==> config.mk <==
export PLATFORM = sky130hd
export DESIGN_NAME = alu_issue_queue_flat
export DESIGN_NICKNAME = d
export VERILOG_FILES = /design/src/rtl/alu_pkg.sv /design/src/rtl/alu_issue_queue_if.sv /design/src/rtl/alu_op_fifo.sv /design/src/rtl/alu_issue_queue.sv /design/src/flat_wrapper.sv
export SDC_FILE = /design/constraint.sdc
export NUM_CORES = 1
export LEC_CHECK = 0
export CAP_MARGIN = 40
export CORE_MARGIN = 2
export CORE_UTILIZATION = 25
export CTS_CLUSTER_SIZE = 25
export DETAILED_ROUTE_END_ITERATION = 10
export GPL_TIMING_DRIVEN = 0
export PLACE_DENSITY_LB_ADDON = 0.12
export SKIP_CTS_REPAIR_TIMING = 1
export SLEW_MARGIN = 10
export SYNTH_ARGS = -nofsm -noshare
export SYNTH_HDL_FRONTEND = slang
export SYNTH_SLANG_ARGS = --single-unit
==> constraint.sdc <==
create_clock -name clk -period 2.23 [get_ports clk]
set_input_delay 0.446 -clock clk [delete_from_list [all_inputs] [get_ports clk]]
set_output_delay 0.446 -clock clk [all_outputs]
set_load 0.01 [all_outputs]
==> src/rtl/alu_pkg.sv <==
// Shared definitions for the ALU issue queue: opcode encodings, flag bit
// positions and the packed operation record.
package alu_pkg;

    localparam int OPC_W = 3;
    localparam int ALU_W = 4;

    localparam logic [OPC_W-1:0] OP_ADD = 3'b000;
    localparam logic [OPC_W-1:0] OP_SUB = 3'b001;
    localparam logic [OPC_W-1:0] OP_AND = 3'b010;
    localparam logic [OPC_W-1:0] OP_OR  = 3'b011;
    localparam logic [OPC_W-1:0] OP_XOR = 3'b100;
    localparam logic [OPC_W-1:0] OP_NOT = 3'b101;
    localparam logic [OPC_W-1:0] OP_SHL = 3'b110;
    localparam logic [OPC_W-1:0] OP_SHR = 3'b111;

    // Bit of the ALU flag vector that reports adder overflow.
    localparam int FLAG_OVF_BIT = 2;

    // Operation record at the default ALU width; modules built for another W
    // declare the same layout with their own width.
    typedef struct packed {
        logic [ALU_W-1:0] a;
        logic [ALU_W-1:0] b;
        logic [OPC_W-1:0] opcode;
    } alu_op_t;

    // Saturating 8-bit increment used by the overflow event counter.
    function automatic logic [7:0] sat_inc8(input logic [7:0] v);
        return (v == 8'hFF) ? v : v + 8'd1;
    endfunction

endpackage

==> src/rtl/alu_issue_queue_if.sv <==
// Operation-in and result-out streams of the ALU issue queue.
//
// Both streams use valid/ready: a transfer happens on a rising clock edge
// where valid and ready are both high. The sender keeps valid and its data
// stable until that edge; ready may be raised or dropped at any time.
interface alu_issue_queue_if #(parameter int W = 4);
    import alu_pkg::*;

    logic             in_valid;
    logic             in_ready;
    logic [W-1:0]     in_A;
    logic [W-1:0]     in_B;
    logic [OPC_W-1:0] in_Opcode;

    logic             out_valid;
    logic             out_ready;
    logic [W-1:0]     out_result;
    logic [2:0]       out_flag;
    logic [OPC_W-1:0] out_Opcode;

    // Producer of operations and consumer of results.
    modport master (
        output in_valid, in_A, in_B, in_Opcode,
        input  in_ready,
        input  out_valid, out_result, out_flag, out_Opcode,
        output out_ready
    );

    // The issue queue itself.
    modport slave (
        input  in_valid, in_A, in_B, in_Opcode,
        output in_ready,
        output out_valid, out_result, out_flag, out_Opcode,
        input  out_ready
    );

endinterface

==> src/rtl/alu_op_fifo.sv <==
// Operation FIFO: DEPTH entries (power of two), wrapping pointers and an
// occupancy counter. Pushes into a full FIFO and pops from an empty one are
// ignored. No read-through: a pushed entry becomes visible at the head on the
// following cycle.
module alu_op_fifo
    import alu_pkg::*;
#(
    parameter int DW    = 2 * ALU_W + OPC_W,
    parameter int DEPTH = 4,
    localparam int AW   = $clog2(DEPTH)
) (
    input  logic          clk,
    input  logic          rst_n,
    input  logic          push_i,
    input  logic          pop_i,
    input  logic [DW-1:0] wdata_i,
    output logic [DW-1:0] rdata_o,
    output logic [AW:0]   count_o,
    output logic          full_o,
    output logic          empty_o
);

    localparam logic [AW:0] FULL_CNT = (AW + 1)'(DEPTH);

    logic [DW-1:0] mem_q [DEPTH];
    logic [AW-1:0] wr_ptr_q, wr_ptr_d;
    logic [AW-1:0] rd_ptr_q, rd_ptr_d;
    logic [AW:0]   count_q, count_d;
    logic          do_push, do_pop;

    assign full_o  = (count_q == FULL_CNT);
    assign empty_o = (count_q == '0);
    assign do_push = push_i && !full_o;
    assign do_pop  = pop_i && !empty_o;
    assign rdata_o = mem_q[rd_ptr_q];
    assign count_o = count_q;

    // Next pointers and occupancy; pointers wrap naturally at DEPTH.
    always_comb begin
        wr_ptr_d = wr_ptr_q;
        rd_ptr_d = rd_ptr_q;
        count_d  = count_q;
        if (do_push) wr_ptr_d = wr_ptr_q + AW'(1);
        if (do_pop)  rd_ptr_d = rd_ptr_q + AW'(1);
        case ({do_push, do_pop})
            2'b10:   count_d = count_q + (AW + 1)'(1);
            2'b01:   count_d = count_q - (AW + 1)'(1);
            default: count_d = count_q;
        endcase
    end

    // Pointer and occupancy registers.
    always_ff @(posedge clk or negedge rst_n) begin
        if (!rst_n) begin
            wr_ptr_q <= '0;
            rd_ptr_q <= '0;
            count_q  <= '0;
        end else begin
            wr_ptr_q <= wr_ptr_d;
            rd_ptr_q <= rd_ptr_d;
            count_q  <= count_d;
        end
    end

    // Storage; contents need no reset since the pointers gate visibility.
    always_ff @(posedge clk) begin
        if (do_push) mem_q[wr_ptr_q] <= wdata_i;
    end

endmodule

==> src/rtl/alu_issue_queue.sv <==
// Clocked, back-pressurable front end for an external combinational ALU.
// Operations queue in a FIFO, issue one per cycle through a registered stage
// that drives the ALU inputs, and the ALU result is captured into a held
// output register.
//
// Optional: define ALU_ISSUE_OVF_CNT_EN to add a saturating 8-bit count of
// captured results whose overflow flag was set, with a synchronous clear.
module alu_issue_queue
    import alu_pkg::*;
#(
    parameter int W     = 4,
    parameter int DEPTH = 4,
    localparam int AW   = $clog2(DEPTH)
) (
    input  logic             clk,
    input  logic             rst_n,
    alu_issue_queue_if.slave bus,
    output logic [W-1:0]     alu_A,
    output logic [W-1:0]     alu_B,
    output logic [OPC_W-1:0] alu_Opcode,
    input  logic [W-1:0]     alu_result,
    input  logic [2:0]       alu_flag,
    output logic [AW:0]      count
`ifdef ALU_ISSUE_OVF_CNT_EN
    ,
    input  logic             ovf_clr,
    output logic [7:0]       ovf_cnt
`endif
);

    typedef struct packed {
        logic [W-1:0]     a;
        logic [W-1:0]     b;
        logic [OPC_W-1:0] opcode;
    } op_t;

    op_t              push_op, head_op;
    logic             fifo_full, fifo_empty;
    logic             push, pop, out_adv, iss_adv;

    logic             issue_valid_q, issue_valid_d;
    op_t              iss_op_q, iss_op_d;

    logic             out_valid_q, out_valid_d;
    logic [W-1:0]     out_result_q, out_result_d;
    logic [2:0]       out_flag_q, out_flag_d;
    logic [OPC_W-1:0] out_opcode_q, out_opcode_d;

    // in_ready looks only at registered occupancy, so a pop never opens a
    // slot in the same cycle.
    assign bus.in_ready = !fifo_full;
    assign push         = bus.in_valid && !fifo_full;
    assign out_adv      = !out_valid_q || bus.out_ready;
    assign iss_adv      = !issue_valid_q || out_adv;
    assign pop          = iss_adv && !fifo_empty;
    assign push_op      = '{a: bus.in_A, b: bus.in_B, opcode: bus.in_Opcode};

    alu_op_fifo #(
        .DW    ($bits(op_t)),
        .DEPTH (DEPTH)
    ) u_fifo (
        .clk     (clk),
        .rst_n   (rst_n),
        .push_i  (push),
        .pop_i   (pop),
        .wdata_i (push_op),
        .rdata_o (head_op),
        .count_o (count),
        .full_o  (fifo_full),
        .empty_o (fifo_empty)
    );

    // Issue and output stage next state; data holds on bubbles.
    always_comb begin
        issue_valid_d = issue_valid_q;
        iss_op_d      = iss_op_q;
        out_valid_d   = out_valid_q;
        out_result_d  = out_result_q;
        out_flag_d    = out_flag_q;
        out_opcode_d  = out_opcode_q;
        if (iss_adv) begin
            issue_valid_d = !fifo_empty;
            if (!fifo_empty) iss_op_d = head_op;
        end
        if (out_adv) begin
            out_valid_d = issue_valid_q;
            if (issue_valid_q) begin
                out_result_d = alu_result;
                out_flag_d   = alu_flag;
                out_opcode_d = iss_op_q.opcode;
            end
        end
    end

    // Issue and output stage registers.
    always_ff @(posedge clk or negedge rst_n) begin
        if (!rst_n) begin
            issue_valid_q <= 1'b0;
            iss_op_q      <= '0;
            out_valid_q   <= 1'b0;
            out_result_q  <= '0;
            out_flag_q    <= '0;
            out_opcode_q  <= '0;
        end else begin
            issue_valid_q <= issue_valid_d;
            iss_op_q      <= iss_op_d;
            out_valid_q   <= out_valid_d;
            out_result_q  <= out_result_d;
            out_flag_q    <= out_flag_d;
            out_opcode_q  <= out_opcode_d;
        end
    end

    assign alu_A          = iss_op_q.a;
    assign alu_B          = iss_op_q.b;
    assign alu_Opcode     = iss_op_q.opcode;
    assign bus.out_valid  = out_valid_q;
    assign bus.out_result = out_result_q;
    assign bus.out_flag   = out_flag_q;
    assign bus.out_Opcode = out_opcode_q;

`ifdef ALU_ISSUE_OVF_CNT_EN
    logic [7:0] ovf_cnt_q, ovf_cnt_d;

    // Count overflowing captures; clear takes priority over an increment.
    always_comb begin
        ovf_cnt_d = ovf_cnt_q;
        if (ovf_clr) begin
            ovf_cnt_d = '0;
        end else if (out_adv && issue_valid_q && alu_flag[FLAG_OVF_BIT]) begin
            ovf_cnt_d = sat_inc8(ovf_cnt_q);
        end
    end

    // Overflow counter register.
    always_ff @(posedge clk or negedge rst_n) begin
        if (!rst_n) ovf_cnt_q <= '0;
        else        ovf_cnt_q <= ovf_cnt_d;
    end

    assign ovf_cnt = ovf_cnt_q;
`endif

endmodule

==> src/flat_wrapper.sv <==
// flat-port wrapper written by rule: the top's interface ports become plain ports
module alu_issue_queue_flat import alu_pkg::*;
#(
    parameter int W     = 4,
    parameter int DEPTH = 4,
    localparam int AW   = $clog2(DEPTH)
)
  (clk, rst_n, alu_A, alu_B, alu_Opcode, alu_result, alu_flag, count, bus_in_valid, bus_in_A, bus_in_B, bus_in_Opcode, bus_in_ready, bus_out_valid, bus_out_result, bus_out_flag, bus_out_Opcode, bus_out_ready);
  alu_issue_queue_if #(.W(W)) bus_i ();
  input  logic clk;
  input  logic rst_n;
  output logic [W-1:0] alu_A;
  output logic [W-1:0] alu_B;
  output logic [OPC_W-1:0] alu_Opcode;
  input  logic [W-1:0] alu_result;
  input  logic [2:0] alu_flag;
  output logic [AW:0] count;
  input wire logic [$bits(bus_i.in_valid)-1:0] bus_in_valid;
  input wire logic [$bits(bus_i.in_A)-1:0] bus_in_A;
  input wire logic [$bits(bus_i.in_B)-1:0] bus_in_B;
  input wire logic [$bits(bus_i.in_Opcode)-1:0] bus_in_Opcode;
  output wire logic [$bits(bus_i.in_ready)-1:0] bus_in_ready;
  output wire logic [$bits(bus_i.out_valid)-1:0] bus_out_valid;
  output wire logic [$bits(bus_i.out_result)-1:0] bus_out_result;
  output wire logic [$bits(bus_i.out_flag)-1:0] bus_out_flag;
  output wire logic [$bits(bus_i.out_Opcode)-1:0] bus_out_Opcode;
  input wire logic [$bits(bus_i.out_ready)-1:0] bus_out_ready;
  assign bus_i.in_valid = bus_in_valid;
  assign bus_i.in_A = bus_in_A;
  assign bus_i.in_B = bus_in_B;
  assign bus_i.in_Opcode = bus_in_Opcode;
  assign bus_in_ready = bus_i.in_ready;
  assign bus_out_valid = bus_i.out_valid;
  assign bus_out_result = bus_i.out_result;
  assign bus_out_flag = bus_i.out_flag;
  assign bus_out_Opcode = bus_i.out_Opcode;
  assign bus_i.out_ready = bus_out_ready;
  alu_issue_queue #(.W(W), .DEPTH(DEPTH)) u_core (.clk(clk), .rst_n(rst_n), .bus(bus_i), .alu_A(alu_A), .alu_B(alu_B), .alu_Opcode(alu_Opcode), .alu_result(alu_result), .alu_flag(alu_flag), .count(count));
endmodule
---- Word-level counts from Yosys, hierarchy flattened ----
Memories as Yosys holds them, arrays and structs flattened. A register that Yosys moved wholly into a read port is not among the register bits.
Cells that the tools add are included.
operators by class
  div/mod/pow operators ................... 0
  $add $sub $neg .......................... 4
  $mul .................................... 0
  shift-type cells ........................ 0
  reduce and logical (&&, ||, !) cells .... 15
  order comparisons ....................... 0
  equal/unequal tests ..................... 3
  multiplexer cells ....................... 3
  bitwise operators ....................... 1
operators with widths
  kind                   count
  $pmux W3 S2            1
  $logic_not A1 Y1       5
  $add A2 B1 Y2 const B  2
  $logic_and A1 B1 Y1    4
  $reduce_and A2 Y1      2
  $add A3 B1 Y3 const B  1
  $eq A3 B3 Y1 const B   1
  $logic_not A3 Y1       1
  $sub A3 B1 Y3 const B  1
  $eq A2 B1 Y1 const B   1
  $eq A2 B2 Y1 const B   1
  $logic_or A1 B1 Y1     2
  $mux W1                2
  $reduce_bool A2 Y1     1
  $not A1 Y1             1
word-level totals
  memory bits (writable) .................. 44
  memories ................................ 1
  word-level logic and storage cells ...... 35
  input bits .............................. 22
  register bits ........................... 19
  latch bits .............................. 0
  output and inout port bits .............. 26
  bits in read-only memories .............. 0
memories
  memory               depth  bits a word  read ports  clocked after Yosys merged registers in  write ports  RTL line           RTL
  u_core.u_fifo.mem_q  4      11           1           1                                        1            alu_op_fifo.sv:25  logic [DW-1:0] mem_q [DEPTH];

---- Depth between registers and ports, before layout ----
Gate-level depths: netlist of the first run.
  word-level depth ........................ 7
  mapped depth ............................ 9
  depth with buffers taken out ............ 8

---- Modules after synthesis ----
From an unflattened synthesis of the first run, not the netlist that was laid out.
second synthesis, totals
  cells, all modules ...................... 148
  area, all modules ....................... 2,909.0 um^2
by module, submodules not included
  module           times used  cells each  sequential area each (um^2)  area each (um^2)
  alu_op_fifo      1           94          1,496.4                      2,031.9
  alu_issue_queue  1           54          575.6                        877.1

---- Worst setup path after synthesis of the first run ----
No wires, ideal clock.
  path type ............................... reg-to-reg
  from .................................... register u_core.u_fifo.count_q[0], in the netlist u_core.u_fifo.count_o[0]
  to ...................................... register u_core.u_fifo.count_q[2], in the netlist u_core.u_fifo.count_o[2]
  required time ........................... 2,103 ps
  arrival time ............................ 2,169 ps
  stages on the path, launching flop included .. 10
  library setup time ...................... 127 ps
  path buffers ............................ 2
  clock period less this slack ............ 2,296 ps
  setup slack ............................. -66 ps
  cell sequence ........................... dfrtp_1 -> or3_4 -> and2_4 -> buf_6 -> buf_12 -> ha_1 -> fa_1 -> xnor2_1 -> nor2_1 -> xor2_1
between the ends
  cells in the longest elaborated chain, start to end .. 6
  elaborated cells on any way between the ends .. 14
  those cells by class .................... add/sub: 2; eq/ne: 3; mux: 1; reduce/logical: 8
ends and longest elaborated chain
  item                                               RTL line               RTL
  from (decl)                                        alu_op_fifo.sv:28      logic [AW:0] count_q, count_d;
  from (signal assigned)                             alu_op_fifo.sv:61      count_q <= count_d;
  $logic_not A3 Y1 *                                 alu_op_fifo.sv:32      assign empty_o = (count_q == '0);
  $logic_not A1 Y1 *                                 alu_issue_queue.sv:55  assign pop = iss_adv && !fifo_empty;
  $logic_and A1 B1 Y1 *                              alu_issue_queue.sv:55
  net u_core.pop                                     alu_issue_queue.sv:39  logic push, pop, out_adv, iss_adv;
  $logic_and A1 B1 Y1 *                              alu_op_fifo.sv:34      assign do_pop = pop_i && !empty_o;
  $eq A2 B1 Y1 or $eq A2 B2 Y1 (tied branches)       alu_op_fifo.sv:45      case ({do_push, do_pop})
  $pmux W3 S2 or $reduce_bool A2 Y1 (tied branches)  --
The timed path passes the listed nets; every way through them passes the cells marked *.
A chain may end at the register's enable or synchronous reset.

---- Worst setup path after layout of the first run ----
  from .................................... register u_core.u_fifo.count_q[0], in the netlist u_core.u_fifo.count_o[0]
  to ...................................... register u_core.u_fifo.count_q[2], in the netlist u_core.u_fifo.count_o[2]
between the ends
  cells in the longest elaborated chain, start to end .. 6
  elaborated cells on any way between the ends .. 14
  those cells by class .................... add/sub: 2; eq/ne: 3; mux: 1; reduce/logical: 8
ends and longest elaborated chain
  item                                               RTL line
  $eq A3 B3 Y1 or $logic_not A3 Y1 (tied branches)   alu_op_fifo.sv:31, alu_op_fifo.sv:32
  $logic_not A1 Y1 (on tied branches)                --
  $logic_and A1 B1 Y1 (on tied branches)             alu_issue_queue.sv:52, alu_issue_queue.sv:55
  $logic_and A1 B1 Y1 (on tied branches)             alu_op_fifo.sv:33, alu_op_fifo.sv:34
  $eq A2 B1 Y1 or $eq A2 B2 Y1 (tied branches)       alu_op_fifo.sv:45
  $pmux W3 S2 or $reduce_bool A2 Y1 (tied branches)  --
Several ways; a longest one is shown, not always the timed one.

==> results by group, run 1 <==
Global routing
  – Vias in the first global route: ~1.5k
  – Total grt overflow: 0
  – Global-route wire length before repair: ~8000 um
  – Tot GR Track Use: a little under a tenth
  – Initial antenna violation count: 0
  – Largest net degree at the start of global routing: 31

Synthesis
  – Synthesized instance count: around 140
  – Post-synth top area share: ~46%
  – Yosys cell types: 24
  – Synth Warn #: 0
  – Mean post-synth cell area: just over 20 um2
  – Syn Nets: 170
  – Area contributors post-synth: edfxtp_1, dfrtp_1, mux4_2
  – Post-synth design cell area: 2897 um2
  – Seq cells post-synth: 74
  – Sequential area share after synthesis: between 70% and 80%
  – Post-synth top area cell: edfxtp_1

CTS
  – H-Tree Depth: 3
  – TritonCTS clock tree: yes
  – CTS Buf Count: 9
  – Clk root buf: clkbuf_16
  – Clk pin slew, worst setup/hold paths: around 0.05 ns
  – Clock Path Buffers: 2
  – Clock latency on the worst-skew pair: ~0.33 ns
  – CTS sink cnt: 74

Timing
  – Unrepaired setup endpoints after global routing: no
  – Max Clock Skew: 0.004813 ns
  – Final Cycle Share: a little over nine tenths
  – Fmax: 460.4 MHz
  – Slew HR: between 50 and 60%
  – Final setup vio count: 0
  – Final worst path period need: 2.172 ns
  – Hold Fails Final Rpt: 0
  – Worst-margin pin slew: between 0.7 and 0.8 ns
  – Pins Over Slew Limit: 0
  – Hold WS: around 0.17 ns

Final layout
  – Post-Layout Cell Count: roughly 350
  – Footprint of the multi-input gates: slightly below 800 um2
  – Share of layout cells above drive strength 1: between 20% and 30%
  – Fin area: around 3900 um2
  – FILL cells: around 1.1k
  – Sequential cell area: just over 2000 um2
  – Number of diodes: 0
  – Area grow syn2layout: 33.39%
  – Fin nets: ~230

Floorplan
  – Die H: between 100 and 150 um
  – Die ar.: between 10000 and 15000 um2
  – Die width: around 110 um
  – Core area: about 11000 um2
  – Core Rows: 39
  – Initial Utilization: roughly 25%
  – # IOs: 48

Power and ir drop
  – Share of total power in sequential cells: roughly 39%
  – Clock power frac: between 20% and 30%
  – Leakage power total: around 1.4 nW
  – Gate power share: 33.8%
  – Sw Pwr: 1.446 mW
  – Internal Power: between 3 and 4 mW
  – Maximum vdd drop: approximately 0.68 mV
  – Pwr Density: roughly 1400 nW/um2
  – Sw Ratio: 26.66%

Route
  – Drt wl/cell: 15.01 um
  – Antenna Nets Post-Route: 0
  – DRT Pass-1 Iters: 4
  – DRC Markers: 0
  – Routed WL: about 5200 um
  – Initial drt markers: 33
  – Via count: roughly 1.4k
  – Vias per std cell: 4.057

Placed design
  – Dpl cells: roughly 330
  – Buffers on Ports: 47
  – Placed Area: 3548 um2
  – Hpwl dp: approximately 3700 um
  – GPL Wtd Cong: between 0.6 and 0.7

Min path
  – HP Class: input port to async pin

Setup path
  – Worst-path fanout max: 13
  – Kind of end point of the critical path: register
  – WS Path Type: register to register
  – Critical Path RT: about 2.5 ns
  – Critical path launch point type: register
  – Crit path DAT: approximately 2.4 ns

Flow run
  – Max-cap violations: 0

Outcome
  – Outcome: complete, no violations
==> cells in the final DEF, fill, tap and decap left out, drive strengths merged <==
cell type and n:
nand2b 3, dfrtp 30, fa 1, nor2 1, xnor2 4, mux2 23
clkbuf 11, ha 5, and2 2, buf 6, mux4 11, edfxtp 44
and3 4, or3b 1, clkinv 2, bufinv 2, nand2 1, nand3b 1
xor2 2, or3 1, clkdlybuf4s50 46, inv 4, nand3 1
==> synth_stat cells <==
| cell | n |
|---|---|
| buf_12 | 1 |
| edfxtp_1 | 44 |
| xor2_1 | 2 |
| mux2_4 | 8 |
| dfrtp_1 | 30 |
| mux2_2 | 15 |
| nor2_1 | 1 |
| ha_1 | 5 |
| buf_1 | 1 |
| nand3_1 | 1 |
| and3_1 | 4 |
| nand2b_1 | 3 |
| fa_1 | 1 |
| mux4_2 | 11 |
| and2_1 | 1 |
| buf_4 | 1 |
| or3_4 | 1 |
| inv_1 | 3 |
| or3b_1 | 1 |
| and2_4 | 1 |
| nand3b_1 | 1 |
| nand2_1 | 1 |
| xnor2_1 | 4 |
| buf_6 | 1 |
==> per-layer routing <==
layer	part of all wire, %	global-route usage, %	wire length, um	vias to the layer above
li1	-	-	-	654
met1	37	9.258	1955	712
met2	55	16.28	2861	38
met3	5.6	2.885	292	12
met4	2.5	5.679	130	0
met5	0	0	0	-
==> cells by family (layout without fill, tap and decap cells) <==
logic type    Yosys count  after routing  synth area share (%)
simple gates           15             15                 3.412
mux                    34             34                 18.53
fa+ha+maj               6              6                 2.851
flops                  74             74                 71.53
buf+inv                 7             71                 1.857
xor+xnor                6              6                 1.814
==> power groups by stage <==
| stage | Sequential, mW | Combinational, mW | Clock (mW) |
|---|---|---|---|
| final | 2.11 | 1.83 | 1.48 |
| after global routing | 2.16 | 1.98 | 1.58 |
| after CTS | 2.13 | 1.86 | 1.53 |
| after detailed placement | 2.16 | 1.85 | 0 |
| after global placement | 2.13 | 1.80 | 0 |
| after floorplan | 2.19 | 1.05 | 0 |
==> final cells by class <==
cell class | instances | area share (%)
timing repair buffer | 49 | 12.44
clock inverter | 5 | 2.008
sequential | 74 | 53.69
clock buffer | 11 | 6.023
tap | 143 | 4.631
multi-input combinational | 61 | 20.34
buffer | 3 | 0.5829
inverter | 3 | 0.2915
==> path summary, 6_finish.rpt <==
path	from	cells after the start	slack, ns	end
worst max register to register	u_core.u_fifo.count_o[0]	8	0.06	u_core.u_fifo.count_o[2]
worst min register to register	u_core.issue_valid_q	1	0.50	u_core.bus.out_valid
worst min-delay path	rst_n	1	0.17	u_core.alu_A[1]
worst max-delay path	u_core.u_fifo.count_o[0]	8	0.06	u_core.u_fifo.count_o[2]
min in group clk	u_core.issue_valid_q	1	0.50	u_core.bus.out_valid
max in group asynchronous	rst_n	1	1.56	u_core.u_fifo.count_o[1]
==> registers in the layout, summed over array words and instances, names as in the netlist, 2 cells and up <==
register,count
u_core.u_fifo.mem_q,44
u_core.u_fifo.wr_ptr_q,2
u_core.u_fifo.rd_ptr_q,2
u_core.bus.out_flag,3
u_core.bus.out_result,4
u_core.bus.out_Opcode,3
u_core.alu_A,4
u_core.u_fifo.count_o,3
u_core.alu_Opcode,3
u_core.alu_B,4
==> stage by stage <==
step | util, % | worst slack [ns] | power, mW | setup TNS [ns]
floorplan | - | 0.03677 | 3.240 | 0
global placement | 31.25 | -0.3198 | 3.926 | -0.6190
detailed placement | 31.21 | -0.3399 | 4.010 | -0.6792
CTS | 33.94 | -0.08317 | 5.521 | -0.1321
global route | 33.98 | 0.01113 | 5.720 | 0
finish | 33.98 | 0.05815 | 5.424 | 0
==> worst max-delay path, cell delays in order, from the launching register on <==
cell     delay [ns]
dfrtp_2        0.42
or3_4          0.40
and2_4         0.17
buf_6          0.17
ha_4           0.18
fa_2           0.33
xnor2_1        0.13
nor2_1         0.13
xor2_1         0.17
(Power assumes the default switching activity.)
==> run 2: changes to the inputs <==
--- a/config.mk
+++ b/config.mk
@@ -11,6 +11,7 @@
 export CTS_CLUSTER_SIZE = 25
 export DETAILED_ROUTE_END_ITERATION = 10
 export GPL_TIMING_DRIVEN = 0
+export HOLD_SLACK_MARGIN = 0.15
 export PLACE_DENSITY_LB_ADDON = 0.12
 export SKIP_CTS_REPAIR_TIMING = 1
 export SLEW_MARGIN = 10
==> results of run 2 <==
Final layout, timing and power as in run 1 (identical DEF).
==> run 3: changes to the inputs <==
--- a/config.mk
+++ b/config.mk
@@ -8,11 +8,12 @@
 export CAP_MARGIN = 40
 export CORE_MARGIN = 2
 export CORE_UTILIZATION = 25
+export CTS_CLUSTER_DIAMETER = 100
 export CTS_CLUSTER_SIZE = 25
 export DETAILED_ROUTE_END_ITERATION = 10
 export GPL_TIMING_DRIVEN = 0
 export HOLD_SLACK_MARGIN = 0.15
-export PLACE_DENSITY_LB_ADDON = 0.12
+export PLACE_DENSITY_LB_ADDON = 0.1
 export SKIP_CTS_REPAIR_TIMING = 1
 export SLEW_MARGIN = 10
 export SYNTH_ARGS = -nofsm -noshare
==> constraint.sdc (replaced) <==
create_clock -name clk -period 2.4 [get_ports clk]
set_input_delay 0.48 -clock clk [delete_from_list [all_inputs] [get_ports clk]]
set_output_delay 0.48 -clock clk [all_outputs]
set_load 0.01 [all_outputs]
==> run 3 against run 2 <==
  * Final area grew 0.65%
  * Total power shrank 5.6%
  * Cell count grew 0.57%
  * Sequential power shrank 8%
  * Die area is the same
  * Worst hold slack gained 0.054 ns
  * Clock skew grew 0.0011 ns
  * Sequential share of layout area shrank 0.35 points
  * Via count grew 2.0%
  * Critical endpoint unchanged
==> results by group, run 3 (synthesis gave the netlist of run 1 again) <==
Floorplan
  – Initial Utilization: 25.48%
  – # IOs: 48
  – Core Rows: 39
  – Die ar.: roughly 12000 um2
  – Core area: roughly 11000 um2
  – Die H: ~110 um
  – Die width: around 110 um

Route
  – Drt wl/cell: roughly 16 um
  – Antenna Nets Post-Route: 0
  – Routed WL: about 5700 um
  – Via count: between 1k and 1.5k
  – Vias per std cell: 4.117
  – DRT Pass-1 Iters: 4
  – DRC Markers: 0
  – Initial drt markers: 24

Setup path
  – Critical path buffer and inverter count: 2
  – Worst-path fanout max: 10
  – Max incr delay on CP: approximately 0.42 ns
  – Kind of end point of the critical path: register
  – WS Path Type: register to register
  – Delay-heaviest family, CP: simple AND/OR/NAND/NOR gates
  – Critical Path RT: 2.61 ns
  – Crit path DAT: 2.53 ns
  – CP cell instances: or3_4 > and2_4 > buf_6 > buf_12 > ha_1 > fa_2 > xnor2_1 > nor2_1 > xor2_1
  – Slowest cell on crit path: dfrtp_2
  – Critical path launch point type: register

Final layout
  – Most common cell after layout, fill and taps aside: clkdlybuf4s50_1
  – Most frequent cells in the layout: clkdlybuf4s50_1, edfxtp_1, dfrtp_1
  – Core Util, Final: 34.20%
  – FILL cells: between 1k and 1.5k
  – Number of diodes: 0
  – Area grow syn2layout: 34.25%
  – Fin nets: roughly 230
  – Share of layout cells above drive strength 1: roughly 30%
  – Max reg flops: 44
  – Biggest register: u_core.u_fifo.mem_q

Placed design
  – Buffers on Ports: 47
  – GPL Wtd Cong: 0.6587
  – Hpwl dp: 3783 um
  – Pre-CTS WS: -0.3065 ns

CTS
  – Clock Path Buffers: 2
  – Clock latency on the worst-skew pair: between 0.3 and 0.4 ns
  – H-Tree Depth: 3
  – CTS sink cnt: 74
  – Clk pin slew, worst setup/hold paths: about 0.06 ns
  – TritonCTS clock tree: yes
  – CTS Buf Count: 9
  – Clk root buf: clkbuf_16

Timing
  – Unrepaired setup endpoints after global routing: no
  – Final worst path period need: about 2.3 ns
  – Final Cycle Share: around 96%
  – Fmax: 432.3 MHz
  – Pins Over Slew Limit: 0
  – Final setup vio count: 0
  – Max Clock Skew: ~0.0060 ns
  – Hold Fails Final Rpt: 0
  – Worst-margin pin slew: around 0.75 ns
  – Final WS setup: 0.08703 ns
  – Slew HR: between 40 and 50%

Min path
  – HP Class: input port to async pin

Power and ir drop
  – Sw Ratio: between 20% and 30%
  – Gate power share: about 34%
  – Pwr Density: approximately 1300 nW/um2
  – Leakage power total: roughly 1.4 nW
  – Share of total power in sequential cells: between 30% and 40%
  – Clock power frac: between 20% and 30%
  – Internal Power: ~3.7 mW
  – Sw Pwr: around 1.4 mW
  – Maximum vdd drop: 0.3653 mV

Global routing
  – Largest net degree at the start of global routing: 31
  – Tot GR Track Use: about 10%
  – Initial antenna violation count: 0
  – Total grt overflow: 0
  – Global-route wire length before repair: ~9000 um
  – Vias in the first global route: 1663

Flow run
  – Max-cap violations: 0

Outcome
  – Outcome: complete, no violations
==> run 3: final timing paths <==
path | from | end | slack, ns | cells after the start
max | u_core.u_fifo.count_o[1] | u_core.u_fifo.count_o[2] | 0.09 | 9
min | rst_n | u_core.alu_A[0] | 0.22 | 1
max reg2reg | u_core.u_fifo.count_o[1] | u_core.u_fifo.count_o[2] | 0.09 | 9
min reg2reg | u_core.issue_valid_q | u_core.bus.out_valid | 0.50 | 1
max in group asynchronous | rst_n | u_core.u_fifo.count_o[0] | 1.66 | 1
min in group clk | u_core.issue_valid_q | u_core.bus.out_valid | 0.50 | 1
==> run 3: routing by layer <==
metal	vias to the layer above	GRT usage [%]	wire, um
li1	661	-	-
met5	-	0	0
met1	748	12.04	2436
met4	0	3.951	79
met3	7	3.484	213
met2	29	16.44	2920
==> run 3: area by class of cell <==
type                    count  area (um2)  area share [%]
multi-input cells          61       773.2           19.88
clock buffers              11       242.7           6.242
flip-flops and latches     74        2074           53.35
well taps                 143       178.9           4.601
repair buffers             50       488.0           12.55
clock inverters             5       77.57           1.995
inverters                   3       11.26          0.2896
plain buffers               4       42.54           1.094
==> run 3: metrics by stage <==
stage / total power, mW / setup TNS [ns] / cell area, um2 / hold WS [ns] / std cells
after floorplan: 3.000 / 0 / 2897 / 0.1844 / 142
after global placement: 3.649 / -0.4454 / 3546 / 0.4799 / 332
after detailed placement: 3.720 / -0.5311 / 3541 / 0.4840 / 332
after CTS: 5.176 / -0.05576 / 3861 / 0.2527 / 348
after global routing: 5.439 / 0 / 3889 / 0.2797 / 351
final: 5.120 / 0 / 3889 / 0.2214 / 351
==> run 3: power by group through the flow <==
stage	clock (mW)	combinational, mW	sequential [mW]
global placement	0	1.69	1.96
floorplan	0	0.967	2.03
finish	1.42	1.74	1.95
global route	1.53	1.89	2.01
CTS	1.47	1.73	1.97
detailed placement	0	1.73	1.99
==> edit, RTL diff (config.mk and constraints of run 2) <==
`out_result_q` no longer has a reset.
--- a/src/rtl/alu_issue_queue.sv
+++ b/src/rtl/alu_issue_queue.sv
@@ -98,17 +98,19 @@
             issue_valid_q <= 1'b0;
             iss_op_q      <= '0;
             out_valid_q   <= 1'b0;
-            out_result_q  <= '0;
             out_flag_q    <= '0;
             out_opcode_q  <= '0;
         end else begin
             issue_valid_q <= issue_valid_d;
             iss_op_q      <= iss_op_d;
             out_valid_q   <= out_valid_d;
-            out_result_q  <= out_result_d;
             out_flag_q    <= out_flag_d;
             out_opcode_q  <= out_opcode_d;
         end
+    end
+
+    always_ff @(posedge clk) begin
+        out_result_q <= out_result_d;
     end
 
     assign alu_A          = iss_op_q.a;
Function: differs if rst_n is asserted again (counterexample within 4 cycles, from zero or initial values and one cycle with rst_n low); with rst_n held inactive, the same outputs for 10 cycles.
==> edit against run 2 <==
  * Fmax down 0.15%
  * Area after synthesis down 0.73%
  * Power down 2.1%
  * Critical endpoint is now u_core.u_fifo.count_o[1]
  * Largest power group unchanged
  * Highest routed layer unchanged
  * Design area down 0.42%
  * Global-route usage up 0.35 points
  * Count of clock-buffer cells in the layout up 1
  * Sequential cell count unchanged
  * Via count up 0.85%
  * Clock power down 8%
  * Routed wire length up 6.3%
  * Worst setup slack worse by 0.0034 ns
==> edit: results (changes against run 2) <==
Status -> complete, no violations (unchanged)
Sequential share of the synthesized area -> 0.7276 (was 0.7153)
Internal power -> 3866 uW (was 3978 uW)
Share of layout cells above drive strength 1 -> 0.2788 (was 0.2816)
Average wire per standard cell -> 15.87 um (was 15.01 um)
Wire length on met3 -> 252 um (was 292 um)
Syn nets -> 167 (was 170)
Detailed-placement wirelength estimate -> 3630 um (was 3699 um)
Largest net degree at the start of global routing -> 27 (was 31)
Post-synth EDFFs -> 48 (was 44)
Place WS -> -0.3641 ns (was -0.3399 ns)
Total GRT Usage -> 0.09485 (was 0.09138)
Routability congestion estimate -> 0.6873 (was 0.6820)
Setup crit end -> u_core.u_fifo.count_o[1] (was u_core.u_fifo.count_o[2])
Critical Path Max Stage Delay -> 0.44 ns (was 0.42 ns)
VDD IR max -> 0.4057 mV (was 0.6758 mV)
Area contributors post-synth -> edfxtp_1 (50%), dfrtp_1 (23%), mux4_2 (8.6%), mux2_2 (4.3%), mux2_4 (4.2%) (was edfxtp_1 (46%), dfrtp_1 (26%), mux4_2 (8.6%), mux2_2 (5.8%), mux2_4 (4.1%))
Inst Count DP -> 329 (was 332)
Async set-or-reset flop fraction in the synthesized netlist -> 0.3514 (was 0.4054)
Met2 usage -> 0.1549 (was 0.1628)
First-pass GRT wire length -> 8659 um (was 8211 um)
R2R depth -> 6 (was 8)
Leak -> 0.001420 uW (was 0.001430 uW)
Crit. Startpoint -> u_core.u_fifo.count_o[1] (was u_core.u_fifo.count_o[0])
CP max stage cell -> or3b_4 (was dfrtp_2)
Global-route met3 utilization -> 0.03062 (was 0.02885)
Final wirelength -> 5570 um (was 5239 um)
Relative slew slack -> 0.5212 (was 0.5291)
Most frequent cells after synthesis -> edfxtp_1 (48), dfrtp_1 (26), mux2_2 (11), mux4_2 (11), mux2_4 (8) (was edfxtp_1 (44), dfrtp_1 (30), mux2_2 (15))
WP data arrival -> 2.38 ns (was 2.41 ns)
DR WL met2 -> 2715 um (was 2861 um)
Met1 WL -> 2506 um (was 1955 um)
==> edit: cell types whose count changed in the layout (fill, tap and decap cells not counted), sizes merged <==
cell | run 2 | this run
mux2 | 23 | 19
edfxtp | 44 | 48
clkinv | 2 | 3
bufinv | 2 | 1
dfrtp | 30 | 26
buf | 6 | 11
clkbuf | 11 | 12
==> edit: through the flow <==
stage,setup TNS [ns],area (um^2),hold WS [ns]
finish,0,3847,0.1394
global route,0,3847,0.1871
CTS,-0.1803,3806,0.1636
detailed placement,-0.7278,3527,0.4817
global placement,-0.6094,3532,0.4700
floorplan,0,2883,0.1504
==> edit: cells by family after synthesis <==
kind of cell  share of synthesized area
flops                            0.7276
mux                              0.1710
simple gates                    0.03438
buf+inv                         0.02002
xor+xnor                        0.01828
fa+ha+maj                       0.02872
==> edit: worst register-to-register path, cell delays in order, from the launching register on <==
cell and delay [ns]:
dfrtp_2 0.43, or3b_4 0.44, and2_1 0.22, inv_1 0.11
ha_4 0.16, fa_2 0.44, mux2_2 0.26
==> edit: power groups by stage <==
stage | Sequential (uW) | Clock (uW) | Combinational (uW)
3_5_place_dp | 2160 | 0 | 1800
4_1_cts | 2140 | 1400 | 1810
6_report | 2120 | 1360 | 1830
3_3_place_gp | 2130 | 0 | 1760
5_1_grt | 2170 | 1460 | 1980
2_1_floorplan | 2190 | 0 | 1020
==> edit: layout make-up <==
class	count	area [um^2]
Timing Repair Buffer	55	525.5
Fill cell	1098	7473
Multi-Input combinational cell	57	743.2
Buffer	2	11.26
Tap cell	143	178.9
Clock inverter	4	42.54
Sequential cell	74	2095
Inverter	4	15.01
Clock buffer	12	236.5
